$ cat src/rtl/bist_pattern_gen.sv
// rtl/bist_pattern_gen.sv - LFSR BIST pattern generator with valid/ready output handshake
// Fibonacci or Galois LFSR; a zero seed or zero next state is replaced by SEED and flagged.
module bist_pattern_gen #(
  parameter int              WIDTH  = 8,
  parameter logic [WIDTH-1:0] TAPS  = 8'hB8,
  parameter logic [WIDTH-1:0] SEED  = 8'h01,
  parameter int              GALOIS = 0,
  parameter int              CW     = 16
) (
  input  logic             clk,
  input  logic             rst,
  input  logic             start,
  input  logic             abort,
  input  logic             seed_sel,
  input  logic [WIDTH-1:0] seed_in,
  input  logic [CW-1:0]    cnt_max,
  input  logic             pat_ready,
  output logic [WIDTH-1:0] pat,
  output logic             pat_valid,
  output logic [CW-1:0]    pat_idx,
  output logic             busy,
  output logic             done,
  output logic             lockup
);

  typedef enum logic [1:0] {
    IDLE = 2'd0,
    RUN  = 2'd1,
    DONE = 2'd2
  } state_t;

  state_t           state;
  logic [WIDTH-1:0] q;
  logic [CW-1:0]    cnt_lat;
  logic [WIDTH-1:0] step;
  logic [WIDTH-1:0] seed_pick;
  logic             step_zero;
  logic             seed_zero;
  logic             last_accept;

  always_comb begin
    step = '0;
    if (GALOIS != 0) begin
      step = {q[WIDTH-2:0], 1'b0} ^ (q[WIDTH-1] ? TAPS : '0);
    end else begin
      step = {q[WIDTH-2:0], ^(q & TAPS)};
    end
  end

  assign seed_pick   = seed_sel ? seed_in : SEED;
  assign seed_zero   = (seed_pick == '0);
  assign step_zero   = (step == '0);
  assign last_accept = (pat_idx == cnt_lat - CW'(1));
  assign pat         = q;

  always_ff @(posedge clk or posedge rst) begin
    if (rst) begin
      state     <= IDLE;
      q         <= SEED;
      cnt_lat   <= '0;
      pat_idx   <= '0;
      pat_valid <= 1'b0;
      busy      <= 1'b0;
      done      <= 1'b0;
      lockup    <= 1'b0;
    end else begin
      case (state)
        IDLE, DONE: begin
          // abort wins over a simultaneous start
          if (abort) begin
            state     <= IDLE;
            pat_valid <= 1'b0;
            busy      <= 1'b0;
            done      <= 1'b0;
          end else if (start) begin
            q       <= seed_zero ? SEED : seed_pick;
            lockup  <= seed_zero;
            cnt_lat <= cnt_max;
            pat_idx <= '0;
            if (cnt_max == '0) begin
              state     <= DONE;
              pat_valid <= 1'b0;
              busy      <= 1'b0;
              done      <= 1'b1;
            end else begin
              state     <= RUN;
              pat_valid <= 1'b1;
              busy      <= 1'b1;
              done      <= 1'b0;
            end
          end
        end
        RUN: begin
          if (abort) begin
            state     <= IDLE;
            pat_valid <= 1'b0;
            busy      <= 1'b0;
            done      <= 1'b0;
          end else if (pat_ready) begin
            if (last_accept) begin
              state     <= DONE;
              pat_valid <= 1'b0;
              busy      <= 1'b0;
              done      <= 1'b1;
            end else begin
              pat_idx <= pat_idx + CW'(1);
              q       <= step_zero ? SEED : step;
              if (step_zero) lockup <= 1'b1;
            end
          end
        end
        default: begin
          state     <= IDLE;
          pat_valid <= 1'b0;
          busy      <= 1'b0;
          done      <= 1'b0;
        end
      endcase
    end
  end

endmodule

$ cat config.mk
export PLATFORM = sky130hd
export DESIGN_NAME = bist_pattern_gen
export DESIGN_NICKNAME = d
export VERILOG_FILES = /design/src/rtl/bist_pattern_gen.sv
export SDC_FILE = /design/constraint.sdc
export NUM_CORES = 1
export LEC_CHECK = 0
export BUFFER_PORTS_ARGS = -buffer_cell sky130_fd_sc_hd__buf_2
export CORE_MARGIN = 5
export CORE_UTILIZATION = 45
export CTS_BUF_LIST = sky130_fd_sc_hd__clkbuf_4
export DETAILED_ROUTE_END_ITERATION = 10
export PLACE_DENSITY = 0.75
export SYNTH_ARGS = -nofsm -noshare
export SYNTH_HDL_FRONTEND = slang
export SYNTH_SLANG_ARGS = --single-unit
$ cat constraint.sdc
create_clock -name clk -period 4.7 [get_ports clk]
set_input_delay 0.235 -clock clk [delete_from_list [all_inputs] [get_ports clk]]
set_output_delay 0.235 -clock clk [all_outputs]
set_load 0.01 [all_outputs]
---- Yosys cells after proc, flatten, opt, wreduce, memory -nomap -nowiden ----
Cells that the tools add are included.
W data, S select, Z words.
word-level totals
  register bits ........................... 45
  input port bits ......................... 30
  output and inout bits ................... 28
  logic and storage cells ................. 76
cells by class
  add/subtract/negate cells ............... 2
  equality and inequality tests ........... 12
  multiplexer cells ....................... 43
  bitwise operators ....................... 1
  reduce and logical (&&, ||, !) cells .... 11
operators with widths
  operator                 number
  $mux W16                 5
  $mux W8                  8
  $pmux W16 S2             1
  $mux W1                  18
  $add A16 B1 Y16 const B  1
  $eq A16 B16 Y1           1
  $logic_not A16 Y1        1
  $logic_not A8 Y1         2
  $pmux W8 S2              1
  $sub A16 B1 Y16 const B  1
  $mux W2                  6
  $ne A2 B2 Y1 const B     6
  $ne A3 B3 Y1 const B     3
  $reduce_xor A8 Y1        1
  $reduce_and A7 Y1        1
  $pmux W1 S2              3
  $reduce_and A3 Y1        2
  $reduce_and A6 Y1        1
  $pmux W2 S2              1
  $eq A2 B1 Y1 const B     1
  $eq A2 B2 Y1 const B     1
  $logic_not A2 Y1         1
  $reduce_bool A2 Y1       1
  $reduce_or A2 Y1         1
  $not A1 Y1               1

---- Depth between registers and ports, before layout ----
  depth after elaboration ................. 7
  gate-level depth with buffers ........... 11
  gate-level depth less buffers ........... 9

---- Least setup slack after synthesis ----
Ideal clock, no wire load.
  path kind ............................... register to register
  start ................................... register cnt_lat[0]
  end ..................................... register q[3] (netlist: pat[3])
  setup time .............................. 0.125 ns
  data arrival time ....................... 3.001 ns
  required time ........................... 4.575 ns
  setup slack ............................. 1.574 ns
  cell stages (with the launch flop) ...... 10
  path buffers ............................ 0
  period minus slack after synthesis ...... 3.126 ns
  cell sequence ........................... dfrtp_1 inv_1 ha_1 or4b_4 or3_4 a2111oi_4 nand4_1 a2111oi_4 o21ai_4 mux2_4
on the way
  longest elaborated chain between the ends .. 4
RTL lines
  what                                RTL line  RTL
  from (decl)                         34        logic [CW-1:0] cnt_lat;
  from (signal assigned)              78        cnt_lat <= cnt_max;
  $sub A16 B1 Y16                     53        assign last_accept = (pat_idx == cnt_lat - CW'(1));
  $eq A16 B16 Y1                      53
  $ne A2 B2 Y1 (no source line)       --
  $reduce_and A6 Y1 (no source line)  --
  to (signal assigned)                76        q <= seed_zero ? SEED : seed_pick;
  to (signal assigned)                107       q <= step_zero ? SEED : step;
  to (decl)                           33        logic [WIDTH-1:0] q;
Every way passes these cells.
A chain may end at the register's enable or synchronous reset.

---- Worst setup path in the final report ----
  start ................................... register cnt_lat[0]
  end ..................................... register q[4] (netlist: pat[4])
Same word-level chain as after synthesis.

==> flow_summary.json <==
{
  "status": "complete, no violations",
  "cts_tree": "yes",
  "leakage_nw": 1.458,
  "drt-met1-wl_um": 3123,
  "clk_latency_ns": 0.34,
  "drive_gt1_frac": 0.2440,
  "p_switching_mw": 0.3755,
  "clockBufferDepth": 2,
  "totalWireLength_um": 7356,
  "via_count": 2681,
  "holdWs_ns": 0.09422,
  "synth_top_cell_by_area": "dfrtp_1",
  "htree_levels": 2,
  "fin_nets": 408,
  "ys_seq_elements": 43,
  "syn_inst": 323,
  "overflow": 0,
  "wl_met3_um": 479,
  "syn_area_mm2": 0.002863,
  "fin_setup_tns_ns": 0,
  "grt_pass1_vias": 2692,
  "crit_arrival_ns": 3.95,
  "gr-usage-all-layers": 0.1828,
  "io_buffers": 57,
  "highest_layer": "met4",
  "worstHoldStart": "cnt_max[8]",
  "switching_share": 0.3680,
  "die_area_mm2": 0.008057,
  "async_reset_ff_frac": 1.000,
  "antenna_left": 0,
  "max_freq_mhz": 270.0,
  "cp_max_fo": 15,
  "rows": 29,
  "place_inst": 445,
  "wl_met2_um": 3598,
  "finalHoldViolCount": 0,
  "post-route-min-period_ns": 3.703,
  "yosysUniqueCellTypes": 57,
  "first_iter_violations": 145,
  "tightest_slew_ns": 0.8723,
  "maxCapViolations": 0,
  "seq_power_share": 0.503,
  "viasPerCell": 5.905,
  "cts_root_buf": "clkbuf_4",
  "first_pass_iters": 4,
  "cts_resized": 0,
  "worst-endpoint-required_ns": 4.94,
  "critPathLaunchType": "register",
  "routedWlPerCell_um": 16.20,
  "antenna_found_initial": 0,
  "grt_max_degree": 44,
  "drc": 0,
  "crit_type": "reg -> reg",
  "coreArea_mm2": 0.006277,
  "instances_no_fill": 454,
  "whs_path_depth": 3,
  "maxSlewViolCount": 0,
  "area_growth_pct": 13.51,
  "clk_pin_slew_ns": 0.12,
  "ys_top_cells_by_area": "dfrtp_1 (37%), nand2_1 (8.8%), xnor2_1 (4.6%), mux2_4 (4.2%), or4_1 (2.6%)",
  "p_clk_frac": 0.168,
  "clock_skew_ns": 0.009196,
  "synth_fp_nets": 355,
  "place_congestion": 0.8710,
  "synth-edff-count": 0,
  "rsz0062_at_grt": "no",
  "dp_hpwl_um": 5681,
  "ir_worst_vdd_v": 0.0001809,
  "r2r_end": "pat[4]",
  "synth_ff_type": "dfrtp_1",
  "postCtsHoldBufs": 1,
  "initial_core_util": 0.4560,
  "rr_worst_depth": 9,
  "cp-end-kind": "register",
  "powerDensity_mw_per_mm2": 314.0,
  "period_share": 0.7879,
  "r2r_start": "cnt_lat[0]",
  "synth-seq-area-share": 0.3763,
  "clock-sinks": 43,
  "die_width_um": 89.76,
  "postCtsSetupRepairBufs": 0,
  "min_to": "cnt_lat[8]",
  "io_pins": 58,
  "grt_pass1_wl_um": 12520,
  "synth_top_area_frac": 0.3671,
  "reg2reg_slack_ns": 1.0,
  "finalSetupViolCount": 0,
  "cts_buffers": 5,
  "relSlewSlack": 0.4185,
  "antenna_cells": 0,
  "combPwrFrac": 0.329,
  "dieHeight_um": 89.76,
  "crit_start": "cnt_lat[0]",
  "hold_class": "in -> reg",
  "syn_avg_cell_area_um2": 8.863,
  "nFillCells": 592,
  "intPower_mw": 0.6448,
  "ys_warn_count": 0
}
[cells in the final DEF (no fill, tap or decap), drive strengths merged, types with 7 or more instances in the layout]
cell type	count
dfrtp	42
nand2	67
xnor2	15
nor2	11
mux2	9
nand3	13
nor4	9
or4	10
nand4	10
nor3	7
or3	10
o21ai	15
buf	61
a21oi	15
inv	7
[layout make-up]
class | instances | area [um^2] | area share
clock inverters | 2 | 7.507 | 0.002310
flip-flops and latches | 43 | 1077 | 0.3315
repair buffers | 62 | 325.3 | 0.1001
multi-input cells | 256 | 1668 | 0.5133
well taps | 77 | 96.34 | 0.02965
inverters | 8 | 30.03 | 0.009241
clock buffers | 6 | 45.04 | 0.01386
[logic make-up (layout without fill, tap and decap cells)]
group,Yosys count,after routing,share of synthesized area
AOI/OAI and AO/OA,64,64,0.1722
xor gates and xnor gates,17,17,0.05201
adders and majority gates,2,2,0.008740
buffers and inverters,24,78,0.04196
DFF,43,43,0.3763
muxes,12,12,0.05638
and+or+nand+nor,161,161,0.2924
[layer usage]
metal | GRT usage | vias to the layer above
met2 | 0.2982 | 82
met3 | 0.03673 | 17
met4 | 0.07053 | 0
met1 | 0.2374 | 1289
li1 | - | 1293
met5 | 0 | -
[power groups by stage]
stage | sequential [mW] | combinational, mW | clock (mW)
6_report | 0.513 | 0.335 | 0.172
5_1_grt | 0.523 | 0.371 | 0.198
4_1_cts | 0.512 | 0.338 | 0.178
3_5_place_dp | 0.517 | 0.337 | 0
3_3_place_gp | 0.515 | 0.326 | 0
2_1_floorplan | 0.500 | 0.249 | 0
[worst max path at each step]
stage          endpoint  slack, ns  depth (start not counted)
2_1_floorplan    pat[3]       1.57                          9
3_3_place_gp     pat[4]       1.15                          9
3_5_place_dp     pat[2]       1.00                          9
4_1_cts          pat[2]        1.0                          9
5_1_grt          pat[2]       0.71                          9
6_report         pat[4]        1.0                          9
[synth_stat cells, types with 3 or more instances]
cell type / number
a31oi_1: 4
clkbuf_1: 10
nand4_1: 10
nand3_1: 13
a21oi_1: 12
xnor2_1: 15
dfrtp_1: 42
buf_6: 3
nor2_1: 11
nor2b_1: 4
nor4_1: 9
or3_1: 9
nor3_1: 7
nand2b_1: 6
mux2_4: 8
o211ai_1: 3
a21oi_2: 3
mux2i_1: 3
o21ai_0: 7
o41ai_1: 4
inv_1: 8
o31ai_1: 5
or4_1: 10
nand2_1: 67
o21ai_1: 5
[state kept, by name, summed over array words and instances (netlist names)]
signal / count
state: 1
pat_idx: 16
cnt_lat: 16
done: 1
lockup: 1
pat: 8
[metrics by stage]
| step | worst slack, ns | total power [mW] | cell area (um^2) | util |
|---|---|---|---|---|
| final | 0.9967 | 1.020 | 3249 | 0.5176 |
| after global routing | 0.7106 | 1.092 | 3249 | 0.5176 |
| after CTS | 0.9952 | 1.028 | 3249 | 0.5176 |
| after detailed placement | 1.004 | 0.8535 | 3187 | 0.5077 |
| after global placement | 1.151 | 0.8410 | 3187 | 0.5077 |
| after floorplan | 1.574 | 0.7482 | 2863 | - |
[critical path, stage by stage (launching register included)]
cell,delay (ns)
dfrtp_1,0.45
inv_1,0.10
ha_1,0.24
or4b_4,0.50
or3_1,0.35
a2111oi_0,0.46
o22ai_1,0.21
a2111oi_4,0.71
o21ai_4,0.24
mux2_4,0.36
Power figures use the tool's default switching activity.
